**src/rtl/pulse_resp_pkg.sv**
```systemverilog
// Shared types and defaults for the pulse responder: FSM state encoding and
// the width of the internal delay/width counter.
package pulse_resp_pkg;

  typedef enum logic [1:0] {
    StIdle,
    StWait,
    StPulse
  } state_e;

  localparam int unsigned DefDelay = 2;
  localparam int unsigned DefWidth = 3;
  localparam int unsigned CntW     = 4;

  typedef logic [CntW-1:0] cnt_t;

endpackage

```
**src/rtl/pulse_edge_det.sv**
```systemverilog
// Registered rising-edge detector. The history flop follows d even in reset,
// so a level held across reset release never looks like an edge.
module pulse_edge_det (
  input  logic clk,
  input  logic rst,
  input  logic d,
  output logic rise
);

  logic in_q;

  always_ff @(posedge clk) begin
    in_q <= d;
  end

  assign rise = d & ~in_q & ~rst;

endmodule

```
**src/rtl/pulse_responder.sv**
```systemverilog
// Answers each accepted rising edge of in_signal with a WIDTH-cycle pulse
// DELAY cycles later; edges arriving while busy are dropped and flagged.
module pulse_responder
  import pulse_resp_pkg::*;
#(
  parameter int unsigned DELAY = DefDelay,
  parameter int unsigned WIDTH = DefWidth,
  parameter int unsigned CNT_W = 8
) (
  input  logic             clk,
  input  logic             rst,
  input  logic             in_signal,
  output logic             out_signal,
  output logic             busy,
  output logic             overrun,
  output logic [CNT_W-1:0] evt_count
);

  state_e           state_q, state_d;
  cnt_t             cnt_q, cnt_d;
  logic             out_q;
  logic             overrun_q;
  logic [CNT_W-1:0] evt_q;
  logic             rise;
  logic             accept;
  logic             drop;

  pulse_edge_det u_edge_det (
    .clk  (clk),
    .rst  (rst),
    .d    (in_signal),
    .rise (rise)
  );

  // One counter serves both the WAIT and PULSE phases; they never overlap.
  always_comb begin
    state_d = state_q;
    cnt_d   = cnt_q;
    accept  = 1'b0;
    unique case (state_q)
      StIdle: begin
        if (rise) begin
          accept = 1'b1;
          if (DELAY > 1) begin
            state_d = StWait;
            cnt_d   = cnt_t'(DELAY - 2);
          end else begin
            state_d = StPulse;
            cnt_d   = cnt_t'(WIDTH - 1);
          end
        end
      end
      StWait: begin
        if (cnt_q == '0) begin
          state_d = StPulse;
          cnt_d   = cnt_t'(WIDTH - 1);
        end else begin
          cnt_d = cnt_q - 1'b1;
        end
      end
      StPulse: begin
        if (cnt_q == '0) begin
          state_d = StIdle;
        end else begin
          cnt_d = cnt_q - 1'b1;
        end
      end
      default: state_d = StIdle;
    endcase
  end

  assign drop = rise & (state_q != StIdle);

  always_ff @(posedge clk) begin
    if (rst) begin
      state_q   <= StIdle;
      cnt_q     <= '0;
      out_q     <= 1'b0;
      overrun_q <= 1'b0;
      evt_q     <= '0;
    end else begin
      state_q <= state_d;
      cnt_q   <= cnt_d;
      out_q   <= (state_q == StPulse);
      if (drop) begin
        overrun_q <= 1'b1;
      end
      if (accept && (evt_q != {CNT_W{1'b1}})) begin
        evt_q <= evt_q + 1'b1;
      end
    end
  end

  assign out_signal = out_q;
  assign overrun    = overrun_q;
  assign evt_count  = evt_q;
  // out_q trails the PULSE state by a cycle; keep busy up over that tail.
  assign busy       = (state_q != StIdle) | out_q;

  a_out_busy : assert property (@(posedge clk) disable iff (rst) out_signal |-> busy);

  a_overrun_sticky : assert property (@(posedge clk) $fell(overrun) |-> $past(rst));

  a_pulse_width : assert property (@(posedge clk) disable iff (rst)
    $rose(out_signal) |-> ##WIDTH $fell(out_signal));

endmodule
```
**config.mk**
```make
export PLATFORM = sky130hd
export DESIGN_NAME = pulse_responder
export DESIGN_NICKNAME = d
export VERILOG_FILES = /design/src/rtl/pulse_resp_pkg.sv /design/src/rtl/pulse_edge_det.sv /design/src/rtl/pulse_responder.sv
export SDC_FILE = /design/constraint.sdc
export NUM_CORES = 1
export LEC_CHECK = 0
export CELL_PAD_IN_SITES_DETAIL_PLACEMENT = 0
export CELL_PAD_IN_SITES_GLOBAL_PLACEMENT = 1
export CORE_MARGIN = 2
export CORE_UTILIZATION = 35
export CTS_CLUSTER_SIZE = 25
export DETAILED_ROUTE_END_ITERATION = 12
export PLACE_DENSITY_LB_ADDON = 0.1
export SLEW_MARGIN = 20
export SYNTH_ARGS = -nofsm -noshare
export SYNTH_HDL_FRONTEND = slang
export SYNTH_SLANG_ARGS = --single-unit
```
**constraint.sdc**
```tcl
create_clock -name clk -period 1.4 [get_ports clk]
set_input_delay 0.14 -clock clk [delete_from_list [all_inputs] [get_ports clk]]
set_output_delay 0.14 -clock clk [all_outputs]
set_load 0.005 [all_outputs]
```
==> results of run 1 <==
power by group:
| part | switching [uW] | internal, uW |
|---|---|---|
| Combinational | 203 | 237 |
| Clock | 154 | 111 |
| Sequential | 15.8 | 509 |
| Total | 372 | 857 |
worst paths after layout:
path	from	end	slack, ns
worst max-delay path	u_edge_det.in_q$_DFF_P_	cnt_q[3]$_SDFFE_PP0P_	-0.05
worst min-delay path	in_signal	u_edge_det.in_q$_DFF_P_	0.45
worst max register to register	u_edge_det.in_q$_DFF_P_	cnt_q[3]$_SDFFE_PP0P_	-0.05
worst min register to register	overrun$_SDFFE_PP0P_	overrun$_SDFFE_PP0P_	0.49
routing by layer:
metal  routed length, um  part of all wire (%)  up-vias
met5                   0                     0        -
met4                  34                   1.5        0
met3                  62                   2.8        4
met2                1190                    53       12
li1                    -                     -      454
met1                 955                    43      421
layout by cell type (no fill, tap or decap), types with 3 or more instances in the layout:
master,instances
ha_4,3
o21ai_1,3
clkbuf_4,3
nor2_1,7
nand2_1,4
buf_4,27
inv_2,3
inv_1,5
a21oi_1,3
a31oi_1,3
dfxtp_1,6
nor3_1,3
dfxtp_2,11
nand4b_1,3
xor2_1,4
clkdlybuf4s50_1,5
ha_1,3
dlymetal6s2s_1,7
worst reg2reg max path, delay by kind of cell, from the launching register on:
family | cells | cell delay, ns
flops | 1 | 0.33
compound gates | 3 | 0.60
simple gates | 1 | 0.43
metrics by stage:
step                instances  TNS (ns)  hold slack [ns]
finish                    175   -0.0864            0.451
global route              175    -0.669            0.444
CTS                       174   -0.0801            0.440
detailed placement        168     -2.64            0.464
global placement          168     -2.28            0.466
floorplan                 101    -0.154            0.168
state kept, by name (all words and copies together) (netlist names):
register and cells:
evt_count 8, u_edge_det.in_q 1, out_signal 1, cnt_q 4, overrun 1, state_q 2
cell families after synthesis:
logic type | Yosys count | synth area share, %
flip-flops | 17 | 37.2
AND/OR/NAND/NOR | 37 | 24.0
adder cells (fa/ha/maj) | 7 | 9.56
XOR/XNOR | 4 | 3.82
buffers and inverters | 11 | 5.33
AO/OA/AOI/OAI | 24 | 19.0
multiplexers | 1 | 1.09
repair_timing:
action	CTS	global route
gates resized for setup	27	21
gates cloned	0	0
setup endpoints to repair	18	22
setup buffers	2	1
pin swaps	13	5
cell type report:
cell class | instances | area (um2) | share of cell area (%)
Clock buffer | 4 | 26.3 | 1.79
Inverter | 9 | 36.3 | 2.48
Multi-Input combinational cell | 73 | 642 | 43.8
Sequential cell | 17 | 354 | 24.2
Tap cell | 30 | 37.5 | 2.56
Timing Repair Buffer | 42 | 368 | 25.1
==> out/summary.txt, run 1 <==
Clock transition at path regs: 0.10 ns
Syn avg cell area: 9.07 um2
# IOs: 14
Global Route met3 Usage: 2.96%
Cell variety after synth: 38
Vias in the first global route: 867
Initial Utilization: 37.0%
PwrDens: 839 nW/um2
Post-detailed-route wirelength per cell: 12.8 um
Synth area leaders: dfxtp_1 (37%), ha_1 (9.6%), xor2_1 (3.8%)
Crit. path cell count: 4
Largest delay share family, worst path: compound AO/OA/AOI/OAI gates
CTS tree: built
Failing checks: setup timing
Remaining DRCs: 0
GRT Overall Usage: 16.3%
Core area: 2480 um2
Status: complete, but fails checks
Final setup violation count: 4
CTS Buf Count: 3
RSZ-0062 raised after global routing: yes
First-pass GRT wire length: 3.52 mm
Clock Latency Late Sink: 0.28 ns
Synth warnings: 0
Worst hold path type: in2reg
Cell Rows: 18
Slew HR: 79.6%
Max-Cap Viols: 0
Ys flop type: dfxtp_1
Top Usage Layer GRT: met2
Worst setup margin: -0.0529 ns
Top-count cell post-synth: dfxtp_1
Area share of the largest cell type after synthesis: 37.2%
DRT Pass-1 Iters: 4
Vias/cell: 5.09
Fillers: 225
Post-route ant nets: 0
Final hold violations: 0
FF-to-FF path depth: 4
Initial DRC Count: 7
CTS hold repair buffers: 0
Synth async-reset ratio: 0%
Area after DPL: 1290 um2
CTS Root Cell: clkbuf_4
Commonest cells in the netlist: dfxtp_1 (17), inv_1 (9), nor2_1 (8)
Max clock buf depth: 2
FF+latch count, synth: 17
Syn Inst Count: 101
Actual slew at the worst max-slew pin: 0.306 ns
Share of cells above drive strength 1: 47.6%
Util after Layout: 59.1%
Crit-path cells: or3b_4, a221o_1, o21ai_1, a21oi_1
Leading area contributor after synthesis: dfxtp_1
Post-route cell area: 1460 um2
CTS H-tree lvls: 1
Crit path largest cell delay: 0.43 ns
Routability cong.: 0.713
Hold path depth: 2
Total power: 1230 uW
Critical path required time: 1.59 ns
Final Critical Period: 1.45 ns
GR Util met1: 17.9%
Largest net degree at the start of global routing: 10
Grt ovf: 0
CP arrival: 1.64 ns
Mapped Area: 916 um2
Die Ht: 55.2 um
Dpl hpwl: 1.62 mm
Tcrit/Tclk final: 104%
Seq/Total Area, Yosys: 37.2%
Max-slew violation count: 0
EDFF count, synth: 0
Worst clock skew: 0.00176 ns
Vias after detailed routing: 891
Die W: 55.2 um
WL final: 2.24 mm
Initial antenna violation count: 0
Dpl ws: -0.324 ns
Layout Area Growth over Synthesis: 59.8%
Nets@finish: 156
GRT met2 Usage: 28.6%
Slowest cell on the critical path: or3b_4
Die ar.: 3040 um2
Peak Freq: 0.688 GHz
Startpoint types: flip-flop
Port-buffer cells: 13
Peak supply drop: 520 uV
CP max FO: 4
Syn_nets: 111
Setup CP Type: reg2reg
Worst path bufs/invs: 0
Leak pwr: 0.000697 uW
Clock sinks: 17
Endpoint class of the critical path: flip-flop
Number of antenna diodes: 0
Note: power is estimated with default switching activity, not from simulation.
==> run 2, diff against run 1 <==
--- a/config.mk
+++ b/config.mk
@@ -12,7 +12,7 @@
 export CTS_CLUSTER_SIZE = 25
 export DETAILED_ROUTE_END_ITERATION = 12
 export PLACE_DENSITY_LB_ADDON = 0.1
-export SLEW_MARGIN = 20
+export SLEW_MARGIN = 30
 export SYNTH_ARGS = -nofsm -noshare
 export SYNTH_HDL_FRONTEND = slang
 export SYNTH_SLANG_ARGS = --single-unit
==> results of run 2 <==
The final DEF is identical to that of run 1; final timing and power are the same.
